<file path="src/rtl/fifo_pkg.sv">
// fifo_pkg: shared parameter defaults and packet field offsets for the packet fifo
package fifo_pkg;
  localparam int DEF_DEPTH     = 4;
  localparam int DEF_WIDTH     = 11;
  localparam int DEF_UWIDTH    = 8;
  localparam int DEF_PTR_SZ    = 2;
  localparam int DEF_PTR_IN_SZ = 4;
  localparam int OFF_SRC       = 0;
  localparam int OFF_DST       = 1;
  localparam int OFF_SIZE      = 2;
  localparam int OFF_DATA      = 3;
endpackage

</file>
<file path="src/rtl/fifo_mem.sv">
// fifo_mem: slot x byte storage with one synchronous byte write port and one combinational byte read port
module fifo_mem import fifo_pkg::*; #(
  parameter int DEPTH     = DEF_DEPTH,
  parameter int WIDTH     = DEF_WIDTH,
  parameter int UWIDTH    = DEF_UWIDTH,
  parameter int PTR_SZ    = DEF_PTR_SZ,
  parameter int PTR_IN_SZ = DEF_PTR_IN_SZ
) (
  input  logic                 clk1,
  input  logic                 rst,
  input  logic                 we,
  input  logic [PTR_SZ-1:0]    wslot,
  input  logic [PTR_IN_SZ-1:0] waddr,
  input  logic [UWIDTH-1:0]    wdata,
  input  logic [PTR_SZ-1:0]    rslot,
  input  logic [PTR_IN_SZ-1:0] raddr,
  output logic [UWIDTH-1:0]    rdata
);
  logic [UWIDTH-1:0] mem [DEPTH][WIDTH];
  // store a byte into the staged slot; offsets past the packet are dropped, reset wipes every slot
  always_ff @(posedge clk1 or negedge rst)
    if (!rst) begin
      for (int s = 0; s < DEPTH; s++)
        for (int b = 0; b < WIDTH; b++)
          mem[s][b] <= '0;
    end else if (we && 32'(waddr) < WIDTH) begin
      mem[wslot][waddr] <= wdata;
    end
  // offsets past the packet read as zero
  always_comb rdata = (32'(raddr) < WIDTH) ? mem[rslot][raddr] : '0;
endmodule

</file>
<file path="src/rtl/fifo.sv">
// fifo: packet fifo of DEPTH slots, each slot filled byte-wise and committed as a whole
module fifo import fifo_pkg::*; #(
  parameter int DEPTH     = DEF_DEPTH,
  parameter int WIDTH     = DEF_WIDTH,
  parameter int UWIDTH    = DEF_UWIDTH,
  parameter int PTR_SZ    = DEF_PTR_SZ,
  parameter int PTR_IN_SZ = DEF_PTR_IN_SZ
) (
  input  logic                 clk1,
  input  logic                 rst,
  input  logic                 winc,
  input  logic                 rinc,
  input  logic [PTR_IN_SZ-1:0] waddr_in,
  input  logic [PTR_IN_SZ-1:0] raddr_in,
  input  logic [UWIDTH-1:0]    wdata,
  output logic [UWIDTH-1:0]    rdata,
  output logic                 wfull,
  output logic                 rempty
);
  logic [PTR_SZ:0] wptr, rptr;
  // pointers carry one extra wrap bit so full and empty are distinguishable
  always_ff @(posedge clk1 or negedge rst)
    if (!rst) begin
      wptr <= '0;
      rptr <= '0;
    end else begin
      wptr <= (winc && !wfull) ? wptr + 1'b1 : wptr;
      rptr <= (rinc && !rempty) ? rptr + 1'b1 : rptr;
    end
  // flags come straight from the registered pointers
  always_comb begin
    rempty = wptr == rptr;
    wfull  = (wptr[PTR_SZ-1:0] == rptr[PTR_SZ-1:0]) && (wptr[PTR_SZ] != rptr[PTR_SZ]);
  end
  fifo_mem #(
    .DEPTH(DEPTH), .WIDTH(WIDTH), .UWIDTH(UWIDTH), .PTR_SZ(PTR_SZ), .PTR_IN_SZ(PTR_IN_SZ)
  ) u_mem (
    .clk1 (clk1),
    .rst  (rst),
    .we   (!wfull),
    .wslot(wptr[PTR_SZ-1:0]),
    .waddr(waddr_in),
    .wdata(wdata),
    .rslot(rptr[PTR_SZ-1:0]),
    .raddr(raddr_in),
    .rdata(rdata)
  );
endmodule

</file>
<file path="config.mk">
export PLATFORM = sky130hd
export DESIGN_NAME = fifo
export DESIGN_NICKNAME = d
export VERILOG_FILES = /design/src/rtl/fifo_pkg.sv /design/src/rtl/fifo_mem.sv /design/src/rtl/fifo.sv
export SDC_FILE = /design/constraint.sdc
export NUM_CORES = 1
export LEC_CHECK = 0
export CORE_ASPECT_RATIO = 2
export CORE_MARGIN = 10
export CORE_UTILIZATION = 57
export CTS_BUF_LIST = sky130_fd_sc_hd__clkbuf_4
export CTS_CLUSTER_SIZE = 28
export DETAILED_ROUTE_END_ITERATION = 6
export PLACE_DENSITY_LB_ADDON = 0.25
export SLEW_MARGIN = 5
export SYNTH_ARGS = -nofsm -noshare
export SYNTH_HDL_FRONTEND = slang
export SYNTH_SLANG_ARGS = --single-unit
</file>
<file path="constraint.sdc">
create_clock -name clk1 -period 2.52 [get_ports clk1]
set_clock_uncertainty 0.05 [all_clocks]
set_input_delay 0.252 -clock clk1 [delete_from_list [all_inputs] [get_ports clk1]]
set_output_delay 0.252 -clock clk1 [all_outputs]
set_load 0.03 [all_outputs]
</file>
==> impl_metrics.toml <==
[yosys]
ys_ff_latch = 358
syn_inst = 1114
seq_area_frac_synth_pct = 52.1
yosysUniqueCellTypes = 36
synth_edf_count = 0
syn-cell-area_sq_um = 17200
synthArstFlopShare_pct = 100
synthesis.nets = 1139
avgSynthCellArea_sq_um = 15.4
synth.area.top_cells = "dfrtp_1, mux2_2, mux4_2, mux2_4, mux2i_1"
ys.flop_type = "dfrtp_1"
synth_top_area_cell = "dfrtp_1"
yosys_warnings = 0
synth.top_cell.area_share_pct = 52.1

[critical_path]
cp_slowest_cell = "dfrtp_4"
critPathTopFamily = "compound AO/OA/AOI/OAI gates"
cp_max_fo = 8
critPathRequiredTime_ns = 2.22
slowest_delay_ns = 0.52
path_cells = "buf_12 > buf_16 > buf_12 > mux4_2 > a22o_1 > a211oi_2 > o32ai_4 > buf_12"
reg2reg_depth = 8
arrival_ns = 3.03
critPathBufInv = 4
cp_common_cell = "buf_12"
critPathLaunchType = "flip-flop"
critical_path_class = "reg2out"
cp.depth = 8
endpoint_kind = "output port"

[global_routing]
grt_pass1_vias = 11633
grt_max_degree = 93
use_met3_pct = 4.98
grt.overflow.total = 0
antenna_found_initial = 1
gr-usage-met1_pct = 25.0
top_usage_layer = "met2"
grt_pass1_wl_um = 67800
grtUsageTotal_pct = 23.7
grtUsageMet2_pct = 41.0

[job]
maxCapViolations = 0

[power_and_ir_drop]
peakVddDrop_mv = 0.778
p_leak_nw = 9.52
p_per_area_nw_per_um2 = 1220

[placed_design]
gp_congestion = 0.973
dp_hpwl_um = 29500
io_buffers = 29
placedCellCount = 1527
dp_slack_ns = -0.220

[floorplanning]
io_pins = 30
start_util_pct = 58.0
die-area_sq_um = 37900
core-area_sq_um = 29600
dieHeight_um = 266
chipWidth_um = 143
rows = 89

[run_status]
violations = "negative setup slack"
status = "finished with violations"

[timing]
setup-violations-final = 8
timing.final.hold_violations = 0
whs_ns = 0.0493
fin_ws_ns = -0.813
max_slew.worst_pin.slew_ns = 1.01
fin_crit_ns = 3.33
slew_violations = 0
fmax_ghz = 0.300
finalCritPeriodShare_pct = 132
rsz0062_at_grt = "yes"
relSlewSlack_pct = 32.8

[layout]
area_growth_syn_to_layout_pct = 18.6
drive_above_1_share_pct = 59.0
finalNonFillerCells = 1680
nNetsFinal = 1290
fillers = 2025

[clock_network]
cts_tree = "done"
h-tree-depth = 3
cts.sinks = 358
ctsRootBufferMaster = "clkbuf_4"
insertion_delay_ns = 0.77
cts.path.max_buffers = 3
clkTransAtPathRegs_ns = 0.06
numCtsBuffers = 82

[routing]
drc = 0
detailroute.via_count = 10388
wl_um = 43700
via_per_inst = 6.18
first_iter_violations = 518
first_pass_iters = 5
wire_per_inst_um = 26.0
ant_nets = 0

[worst_hold_path]
min_path_type = "in2async"
## cell usage in the layout, fill, tap and decap left out, types with 5 or more instances in the layout
cell	instances
a211oi_2	7
a21oi_1	7
a21oi_2	9
a311oi_2	5
nor2b_1	7
mux2_4	80
clkbuf_4	120
dfrtp_1	356
a22oi_1	5
mux4_2	64
buf_12	40
nor2_2	17
clkdlybuf4s50_1	15
nand3_2	11
clkinv_1	9
buf_4	78
o32ai_4	5
nand4_2	8
buf_6	8
nand3_1	10
nand2_1	19
nand3_4	10
mux2_2	282
mux2i_1	50
buf_8	5
ha_1	5
a22o_1	13
nor2_1	18
## where the power goes
| part | leakage (nW) | internal, W | total, W | switching [W] |
|---|---|---|---|---|
| registers | 4.60 | 0.00825 | 0.00965 | 0.00140 |
| logic | 4.28 | 0.00594 | 0.0104 | 0.00449 |
| clock network | 0.627 | 0.00257 | 0.00483 | 0.00226 |
## flip-flops by register name (all words and copies together) (netlist names)
signal     cells
u_mem.mem    352
wptr           3
rptr           3
## per-layer routing
metal | up-vias | wire length, um
li1 | 4483 | -
met1 | 5472 | 15700
met2 | 307 | 23100
met3 | 126 | 1920
met4 | 0 | 3020
met5 | - | 0
## logic make-up (layout without fill, tap and decap cells)
group           Yosys count  after routing  share of synthesized area [%]
compound gates           64             64                           2.83
xor+xnor                  7              7                          0.357
fa+ha+maj                 5              5                          0.364
buf+inv                  89            290                           2.53
flops                   358            358                           52.1
mux                     482            482                           37.1
other cells               0              1                              0
simple gates            109            109                           4.64
## metrics by stage
step           instance area, sq um  power (W)  TNS (ns)  util, %
2_1_floorplan                 17200     0.0157         0        -
3_3_place_gp                  18800     0.0189     -4.47     63.3
3_5_place_dp                  18800     0.0192     -5.28     63.3
4_1_cts                       20200     0.0248     -6.13     68.3
5_1_grt                       20400     0.0261     -6.65     68.8
6_report                      20400     0.0249     -6.07     68.8
## what timing repair did
item	4_1_cts	5_1_grt
gates cloned	1	0
resized for setup	49	21
buffers inserted	11	6
pin swaps	10	2
endpoints found under the hold margin	358	0
hold buffers	2	0
setup endpoints to repair	74	10
## tightest hold or removal path: cells and delay by family
family | cells | cell delay [ns]
buffers and inverters | 3 | 0.96
## cell usage after synthesis, types with 4 or more instances
library cell  number
nand3_1           10
buf_4             13
nand4_2            8
nand2_1           19
clkbuf_1          38
nand3_4           10
a22o_1            14
xnor2_1            6
inv_1              4
nor2b_1            7
a21oi_1           16
mux4_2            64
buf_1              9
ha_1               5
mux2_1             4
nor2_1            19
a22oi_1            6
nand3b_1           4
dfrtp_1          358
a311oi_1           8
o32ai_1            8
mux2_2           282
mux2i_1           52
a211oi_1           8
nor2_2            16
buf_2             23
mux2_4            80
nand3_2           11
## path summary, 6_finish.rpt
path / from / endpoint / slack [ns]
max in group asynchronous: rst / u_mem.mem[18] / 1.74
max reg2reg: rptr[0] / u_mem.mem[239] / 0.09
max: rptr[0] / rdata[1] / -0.81
min in group clk1: winc / wptr[2] / 0.07
min: rst / u_mem.mem[60] / 0.05
min reg2reg: u_mem.mem[20] / u_mem.mem[20] / 0.45
## final cells by class
class	count	area [sq um]	share of cell area, %
flip-flops and latches	358	8970	44.0
multi-input cells	667	8100	39.7
repair buffers	152	1780	8.74
clock buffers	120	901	4.42
well taps	364	455	2.23
clock inverters	14	158	0.774
inverters	4	15.0	0.0737
diodes	1	2.50	0.0123
No activity file was read; power rests on OpenSTA's default activity.
